**config.mk**
```make
export PLATFORM = sky130hd
export DESIGN_NAME = circuit_test_sequencer
export DESIGN_NICKNAME = d
export VERILOG_FILES = /design/src/rtl/circuit_test_sequencer.sv
export SDC_FILE = /design/constraint.sdc
export NUM_CORES = 1
export LEC_CHECK = 0
export BUFFER_PORTS_ARGS = -buffer_cell sky130_fd_sc_hd__clkbuf_2
export CORE_MARGIN = 1
export CORE_UTILIZATION = 40
export CTS_BUF_LIST = sky130_fd_sc_hd__clkbuf_4 sky130_fd_sc_hd__clkbuf_8
export CTS_CLUSTER_DIAMETER = 100
export DETAILED_ROUTE_END_ITERATION = 10
export PLACE_DENSITY_LB_ADDON = 0.15
export SYNTH_ARGS = -nofsm -noshare
export SYNTH_HDL_FRONTEND = slang
export SYNTH_SLANG_ARGS = --single-unit
```
**constraint.sdc**
```tcl
create_clock -name clk -period 2.6 [get_ports clk]
set_clock_uncertainty 0.15 [all_clocks]
set_input_delay 0.39 -clock clk [delete_from_list [all_inputs] [get_ports clk]]
set_output_delay 0.39 -clock clk [all_outputs]
set_load 0.05 [all_outputs]
```
**src/rtl/circuit_test_sequencer.sv**
```systemverilog
// Self-test sequencer for one combinational CUT: walks every input vector, settles,
// oversamples the synchronized output for oscillation and scores it against a truth table.
//
// state  | meaning
// IDLE   | waiting for start, results cleared
// APPLY  | drive current vector onto cut_in
// SETTLE | wait SETTLE_CYCLES for the CUT to settle
// SAMPLE | take NUM_SAMPLES samples, first is the reference
// EVAL   | score the vector, advance or finish
// DONE   | results held until the next start
module circuit_test_sequencer #(
   parameter int NUM_INPUTS    = 3,
   parameter int SETTLE_CYCLES = 16,
   parameter int NUM_SAMPLES   = 8,
   localparam int V            = 1 << NUM_INPUTS
) (
   input  logic                  clk,
   input  logic                  rst_n,
   input  logic                  start,
   input  logic [V-1:0]          expected,
   output logic [NUM_INPUTS-1:0] cut_in,
   input  logic                  cut_out,
   output logic                  busy,
   output logic                  done,
   output logic                  pass,
   output logic [NUM_INPUTS:0]   match_count,
   output logic [NUM_INPUTS:0]   unstable_count,
   output logic [V-1:0]          fail_mask
);

   localparam int TMAX = (SETTLE_CYCLES > NUM_SAMPLES) ? SETTLE_CYCLES : NUM_SAMPLES;
   localparam int TW   = $clog2(TMAX);

   typedef enum logic [2:0] {
      S_IDLE,
      S_APPLY,
      S_SETTLE,
      S_SAMPLE,
      S_EVAL,
      S_DONE
   } state_t;

   state_t                state_q, state_d;
   logic [NUM_INPUTS-1:0] vec_q, vec_d;
   logic [TW-1:0]         timer_q, timer_d;
   logic [NUM_INPUTS-1:0] cut_in_q, cut_in_d;
   logic [V-1:0]          exp_q, exp_d;
   logic                  ref_q, ref_d;
   logic                  diff_q, diff_d;
   logic [NUM_INPUTS:0]   match_q, match_d;
   logic [NUM_INPUTS:0]   unst_q, unst_d;
   logic [V-1:0]          mask_q, mask_d;
   logic                  busy_q, busy_d;
   logic                  done_q, done_d;
   logic                  pass_q, pass_d;
   logic                  sync1_q, sync1_d;
   logic                  sync2_q, sync2_d;

   always_comb begin
      state_d  = state_q;
      vec_d    = vec_q;
      timer_d  = timer_q;
      cut_in_d = cut_in_q;
      exp_d    = exp_q;
      ref_d    = ref_q;
      diff_d   = diff_q;
      match_d  = match_q;
      unst_d   = unst_q;
      mask_d   = mask_q;
      busy_d   = busy_q;
      done_d   = 1'b0;
      pass_d   = pass_q;
      sync1_d  = cut_out;
      sync2_d  = sync1_q;

      case (state_q)
         S_IDLE, S_DONE: begin
            if (start) begin
               exp_d   = expected;
               vec_d   = '0;
               match_d = '0;
               unst_d  = '0;
               mask_d  = '0;
               pass_d  = 1'b0;
               busy_d  = 1'b1;
               state_d = S_APPLY;
            end
         end
         S_APPLY: begin
            cut_in_d = vec_q;
            timer_d  = TW'(SETTLE_CYCLES - 1);
            state_d  = S_SETTLE;
         end
         S_SETTLE: begin
            if (timer_q == '0) begin
               timer_d = TW'(NUM_SAMPLES - 1);
               state_d = S_SAMPLE;
            end else begin
               timer_d = timer_q - 1'b1;
            end
         end
         S_SAMPLE: begin
            // full terminal count means this is the first sample of the window
            if (timer_q == TW'(NUM_SAMPLES - 1)) begin
               ref_d  = sync2_q;
               diff_d = 1'b0;
            end else if (sync2_q != ref_q) begin
               diff_d = 1'b1;
            end
            if (timer_q == '0) begin
               state_d = S_EVAL;
            end else begin
               timer_d = timer_q - 1'b1;
            end
         end
         S_EVAL: begin
            if (diff_q) begin
               unst_d         = unst_q + 1'b1;
               mask_d[vec_q]  = 1'b1;
            end else if (ref_q == exp_q[vec_q]) begin
               match_d = match_q + 1'b1;
            end else begin
               mask_d[vec_q] = 1'b1;
            end
            if (vec_q == NUM_INPUTS'(V - 1)) begin
               done_d  = 1'b1;
               busy_d  = 1'b0;
               pass_d  = (match_d == (NUM_INPUTS + 1)'(V));
               state_d = S_DONE;
            end else begin
               vec_d   = vec_q + 1'b1;
               state_d = S_APPLY;
            end
         end
         default: state_d = S_IDLE;
      endcase
   end

   always_ff @(posedge clk) begin
      if (!rst_n) begin
         state_q  <= S_IDLE;
         vec_q    <= '0;
         timer_q  <= '0;
         cut_in_q <= '0;
         exp_q    <= '0;
         ref_q    <= 1'b0;
         diff_q   <= 1'b0;
         match_q  <= '0;
         unst_q   <= '0;
         mask_q   <= '0;
         busy_q   <= 1'b0;
         done_q   <= 1'b0;
         pass_q   <= 1'b0;
         sync1_q  <= 1'b0;
         sync2_q  <= 1'b0;
      end else begin
         state_q  <= state_d;
         vec_q    <= vec_d;
         timer_q  <= timer_d;
         cut_in_q <= cut_in_d;
         exp_q    <= exp_d;
         ref_q    <= ref_d;
         diff_q   <= diff_d;
         match_q  <= match_d;
         unst_q   <= unst_d;
         mask_q   <= mask_d;
         busy_q   <= busy_d;
         done_q   <= done_d;
         pass_q   <= pass_d;
         sync1_q  <= sync1_d;
         sync2_q  <= sync2_d;
      end
   end

   assign cut_in         = cut_in_q;
   assign busy           = busy_q;
   assign done           = done_q;
   assign pass           = pass_q;
   assign match_count    = match_q;
   assign unstable_count = unst_q;
   assign fail_mask      = mask_q;

endmodule
```
-- Word level (Yosys, flattened, before mapping)
Index checks and enable logic that the tools add are counted.
- memories: 0
- logic and storage cells: 93
- output and inout port bits: 22
- input bits: 12
- bits in writable memories: 0
- latch bits: 0
- ROM bits: 0
- register bits: 44
- mux-type cells: 35
- $mul: 0
- div/mod/pow operators: 0
- add/sub/neg operators: 4
- bitwise gates (word level): 1
- eq/ne operators: 18
- reductions and logical operators: 18
- shifts and indexed selects: 0
- order comparisons: 2
- operators by type and width (operator ; number):
    2-to-1 mux 4 bit ; 7
    2-to-1 mux 8 bit ; 3
    2-to-1 mux 3 bit ; 6
    case mux 4 bit (2 select lines) ; 2
    case mux 8 bit (2 select lines) ; 1
    case mux 3 bit (5 select lines) ; 1
    AND reduction 3 bit ; 5
    inequality test 2 bit (second input constant) ; 7
    case mux 4 bit (3 select lines) ; 1
    AND reduction 2 bit ; 6
    equality test 3 bit (second input constant) ; 3
    2-to-1 mux 1 bit ; 9
    adder 4 x 1 -> 4 bit (second input constant) ; 2
    OR 8 bit ; 1
    equality test 3 x 2 -> 1 bit (second input constant) ; 2
    case mux 3 bit (2 select lines) ; 1
    equality test 4 x 3 -> 1 bit (second input constant) ; 1
    equality test 4 bit (second input constant) ; 1
    zero test 4 bit ; 1
    < comparator 3 x 4 -> 1 bit (second input constant) ; 1
    case mux 1 bit (2 select lines) ; 2
    nonzero test 2 bit ; 2
    subtractor 4 x 1 -> 4 bit (second input constant) ; 1
    adder 3 x 1 -> 3 bit (second input constant) ; 1
    11 further kinds ; 11

-- Logic depth before layout (Yosys ltp)
- depth in word-level cells: 9
- gate-level depth with buffers: 8
- depth with buffers taken out: 7

-- Least setup slack after synthesis
Ideal clock, no wire load.
- path type: register -> register
- from: register vec_q[2]
- to: register match_q[2], in the netlist match_count[2]
- cell stages (with the launch flop): 9
- setup time: 0.075 ns
- buffers on the path: 2
- path slack: 0.529 ns
- required time: 2.375 ns
- arrival time: 1.846 ns
- clock period less this slack: 2.071 ns
- cells stage by stage: dfxtp_1 -> buf_6 -> or3b_1 -> a21oi_1 -> nor3_2 -> mux2i_1 -> buf_6 -> or4_1 -> a31oi_1
- word-level cells in the longest chain between the ends: 7
- ends and longest elaborated chain (what ; RTL line ; source):
    start, declared ; 44 ; logic [NUM_INPUTS-1:0] vec_q, vec_d;
    start signal, assigned ; 158 ; vec_q <= vec_d;
    binary-select mux 1 bit (select 3 bit) ; 120 ; end else if (ref_q == exp_q[vec_q]) begin
    2-to-1 mux 1 bit (not written as such) ; 120 ;
    equality test 1 bit ; 120 ;
    2-to-1 mux 4 bit ; 120 ;
    2-to-1 mux 4 bit ; 117 ; if (diff_q) begin
    2-to-1 mux 4 bit ; 76 ; case (state_q)
    case mux 4 bit (2 select lines) ; 76 ;
    end signal, assigned ; 164 ; match_q <= match_d;
    end, declared ; 50 ; logic [NUM_INPUTS:0] match_q, match_d;
Every way passes these cells. The select of a mux whose other input is x is not followed.
A chain may end at the register's enable or synchronous reset.

-- Final worst setup path
- from: register vec_q[2]
- to: register mask_q[3], in the netlist fail_mask[3]
- word-level cells in the longest chain between the ends: 8
- elaborated cells on any way between the ends: 14
- those cells by class: 2 x order compare; 2 x eq/ne; 7 x mux; 1 x bitwise; 2 x reduce/logical
- ends and longest elaborated chain (what ; RTL line ; source):
    < comparator 3 x 4 -> 1 bit (not written as such) / >= comparator 3 x 1 -> 1 bit (equally long branches) ; 119, 123 ;
    logical AND 1 bit (not written as such) ; 119, 123 ;
    2-to-1 mux 1 bit (not written as such) ; 119, 123 ;
    demux 1 bit (select 3 bit) ; 119, 123 ;
    OR 8 bit (no source line) ; - ;
    2-to-1 mux 8 bit ; 120 ;
    2-to-1 mux 8 bit ; 117 ;
    case mux 8 bit (2 select lines) ; 76 ;
    end signal, assigned ; 166 ; mask_q <= mask_d;
    end, declared ; 52 ; logic [V-1:0] mask_q, mask_d;
Parallel ways exist; a longest one is shown, timed or not. The select of a mux whose other input is x is not followed.

==> impl_metrics.tcl <==
set metrics [dict create \
    initial_core_util_pct 42.2 \
    grt_first_pass_wirelength_um 6600 \
    worst_r2r_endpoint "fail_mask[3]$_SDFFE_PN0P_" \
    cts_root_buf "sky130_fd_sc_hd__clkbuf_8" \
    final_layout_size_suffix_gt1_share_pct 20.8 \
    synth_fa_ha_area_share_pct 3.72 \
    fp.dieArea_um2 5330 \
    p_seq_share_pct 51.0 \
    synth_compound_area_share_pct 15.4 \
    clkLatencyLatePin_ns 0.30 \
    ant_nets 0 \
    synth_xor_xnor_area_share_pct 2.17 \
    detail_route.iter0.violations 94 \
    report.final.setup_viol 0 \
    max_clock_freq_mhz 448 \
    cp-endpoint "fail_mask[3]$_SDFFE_PN0P_" \
    grt_use_total_pct 16.2 \
    grt_max_degree 19 \
    areaGrowthSynthToFinish_pct 17.1 \
    avgViaCountPerCell 5.10 \
    whs_ns 0.142 \
    fin_crit_sh_pct 85.9 \
    timing.critical_path.arrival_ns 2.28 \
    timing.max_slew.rel_slack_pct 49.1 \
    core_area_um2 4790 \
    most_used_cells_in_the_layout_excluding_fill_and_tap_cells "sky130_fd_sc_hd__dfxtp_1, sky130_fd_sc_hd__nor2_1, sky130_fd_sc_hd__clkbuf_2" \
    power.leakage_nw 0.962 \
    global_route.overflow_total 0 \
    regToRegStartpoint "vec_q[2]$_SDFFE_PN0P_" \
    crit_required_ns 2.64 \
    r2r_cells 7 \
    p_comb_share_pct 12.5 \
    post_synth_inst_count 228 \
    critical_path_class "reg2reg" \
    synth.mux.area_fraction_pct 7.94 \
    finalNonFillerCells 331 \
    antenna_cells_inserted 0 \
    dp_worst_setup_slack_ns 0.347 \
    routed_wirelength_um 4150 \
    critical_path.max_stage_delay_ns 0.52 \
    critical_path_peak_fanout 11 \
    slew_violations 0 \
    die_h_um 73.0 \
    n_fill_cell 490 \
    clock_path_buffers 2 \
    num_io_pins 34 \
    avgSynthCellArea_um2 8.85 \
    netlist_area_um2 2020 \
    yosysUniqueCellTypes 43 \
    dpl.hpwl_um 3010 \
    placement_rows 25 \
    dp.cells 323 \
    antenna_found_initial 0 \
    synth_async_sr_flop_share_pct 0 \
    timing.hold.worst.class "in2reg" \
    drt_drc_violations_left 0 \
    drt-pass1-iter-count 4 \
    status "finished, final reports clean" \
    nets 281 \
    wl_per_cell_um 12.5 \
    cp_common_cell "sky130_fd_sc_hd__mux2i_1" \
    layout.cells.most_common "sky130_fd_sc_hd__dfxtp_1" \
    cts_tree "built" \
    p_sw_mw 0.378 \
    place.gp.congestion 0.798 \
    clk_transition_reported_paths_ns 0.09 \
    largest_family_of_logic_cells_by_synthesized_area "simple AND/OR/NAND/NOR gates" \
    tns_ns 0 \
    switching_share_pct 26.3 \
    portbufs 33 \
    routed-via-count 1689 \
    count_of_buffers_added_by_post_cts_timing_repair_for_setup 0 \
    crit_path_cell_trace "mux2i_1 -> o22ai_1 -> nor3_2 -> mux2i_1 -> buf_4 -> nand2_4 -> o41ai_1" \
    htree_levels 2 \
    clock-sinks 44 \
    synth_sequential_area_ratio_pct 43.6 \
    powerDensity_nw_per_um2 609 \
    dieWidth_um 73.0 \
    grt_setup_unrepaired "no" \
    cts_inserted_buffers 5 \
    tightest_slew_ns 0.759 \
    postCtsResizedCells 0 \
    synth_seq_cells 44 \
    ys.warnings.count 0 \
    power_frac_clock_pct 36.5 \
    postSynth.topFlopCell "sky130_fd_sc_hd__dfxtp_1" \
    final_period_minus_worst_setup_slack_ns 2.23 \
    synth_edf_count 0 \
    timing.critical_path.from "vec_q[2]$_SDFFE_PN0P_" \
    grt_pass1_vias 1380 \
    worstSetupStartpointType "register" \
    yosys.area_share.simple_pct 22.6 \
    vdd.ir_drop.worst_uv 287 \
    synth_fp_nets 246 \
    timing.reg2reg.setup_slack_ns 0.37 \
    finalWorstSetupSlack_ns 0.366 \
    final-hold-violation-count 0 \
    number_of_max_cap_violations 0 \
    internal-power_mw 1.06 \
    critical-path-slowest-cell "sky130_fd_sc_hd__dfxtp_1" \
    hold_buffers 0 \
    critPathCaptureType "register" \
]
## power groups by stage
stage	logic, mW	clock network (mW)	registers, mW
finish	0.180	0.526	0.734
global placement	0.180	0	0.751
floorplan	0.141	0	0.743
CTS	0.182	0.536	0.734
global route	0.204	0.568	0.740
detailed placement	0.182	0	0.750
## final cells by class
type | instances | area [µm²] | area share (%)
Tap cell | 67 | 83.8 | 3.55
Clock buffer | 5 | 68.8 | 2.91
Inverter | 6 | 22.5 | 0.953
Timing Repair Buffer | 40 | 218 | 9.21
Multi-Input combinational cell | 166 | 1050 | 44.3
Clock inverter | 3 | 42.5 | 1.80
Sequential cell | 44 | 881 | 37.3
## flip-flops by register name (all words and copies together), names as in the netlist, 3 cells and up
register / cells
cut_in: 3
exp_q: 8
fail_mask: 8
match_count: 4
state_q: 3
timer_q: 4
unstable_count: 4
vec_q: 3
## Yosys cell counts (all sizes together), types with 2 or more instances
| library cell | number | area share [%] |
|---|---|---|
| buf | 7 | 2.4 |
| dfxtp | 44 | 44 |
| nor2b | 3 | 0.93 |
| nor3 | 7 | 2.0 |
| inv | 6 | 1.1 |
| a211oi | 3 | 1.1 |
| ha | 6 | 3.7 |
| a311oi | 2 | 1.2 |
| clkbuf | 5 | 0.93 |
| o21ai | 9 | 2.2 |
| or4 | 3 | 1.1 |
| a21oi | 10 | 2.5 |
| nand2b | 6 | 1.9 |
| mux2i | 16 | 7.9 |
| nand3 | 8 | 2.0 |
| xor2 | 5 | 2.2 |
| nand2 | 18 | 3.7 |
| or3 | 2 | 0.62 |
| a22oi | 2 | 0.74 |
| o41ai | 6 | 2.6 |
| o211ai | 4 | 1.5 |
| and2 | 2 | 0.62 |
| nor3b | 2 | 0.74 |
| nand3b | 2 | 0.74 |
| nor2 | 36 | 6.8 |
| a31oi | 5 | 1.5 |
## routing by layer
layer | part of all wire, % | wire [µm] | track usage, % | up-vias
met3 | 4.9 | 202 | 4.56 | 6
met2 | 42 | 1750 | 23.3 | 34
met1 | 52 | 2150 | 23.1 | 769
met4 | 1.3 | 52 | 5.66 | 0
met5 | 0 | 0 | 0 | -
li1 | - | - | - | 880
## per-stage QoR
| stage | power (mW) | utilization, % | instance area (µm²) |
|---|---|---|---|
| after global routing | 1.51 | 49.4 | 2360 |
| final | 1.44 | 49.4 | 2360 |
| after global placement | 0.931 | 47.1 | 2250 |
| after CTS | 1.45 | 49.4 | 2360 |
| after floorplan | 0.884 | - | 2020 |
| after detailed placement | 0.931 | 47.1 | 2250 |
## how the worst min path moves through the flow
stage | start | end | slack, ns | cells past startpoint
finish | cut_out | sync1_q$_SDFF_PN0_ | 0.14 | 2
global route | cut_out | sync1_q$_SDFF_PN0_ | 0.14 | 2
CTS | cut_out | sync1_q$_SDFF_PN0_ | 0.14 | 2
detailed placement | sync1_q$_SDFF_PN0_ | sync2_q$_SDFF_PN0_ | 0.27 | 1
global placement | sync1_q$_SDFF_PN0_ | sync2_q$_SDFF_PN0_ | 0.27 | 1
floorplan | sync1_q$_SDFF_PN0_ | sync2_q$_SDFF_PN0_ | 0.26 | 1
## critical path: cells and delay by family (launching register included)
| kind | cells | cell delay, ns |
|---|---|---|
| AND/OR/NAND/NOR | 2 | 0.29 |
| AO/OA/AOI/OAI | 2 | 0.34 |
| buffers and inverters | 1 | 0.23 |
| flip-flops | 1 | 0.52 |
| multiplexers | 2 | 0.59 |
## kinds of logic (layout without fill, tap and decap cells)
logic type	Yosys count	after routing
buffers and inverters	18	54
muxes	16	16
xor gates and xnor gates	5	5
AOI/OAI and AO/OA	46	46
DFF	44	44
adders and majority gates	6	6
and+or+nand+nor	93	93
(Power assumes the default switching activity.)
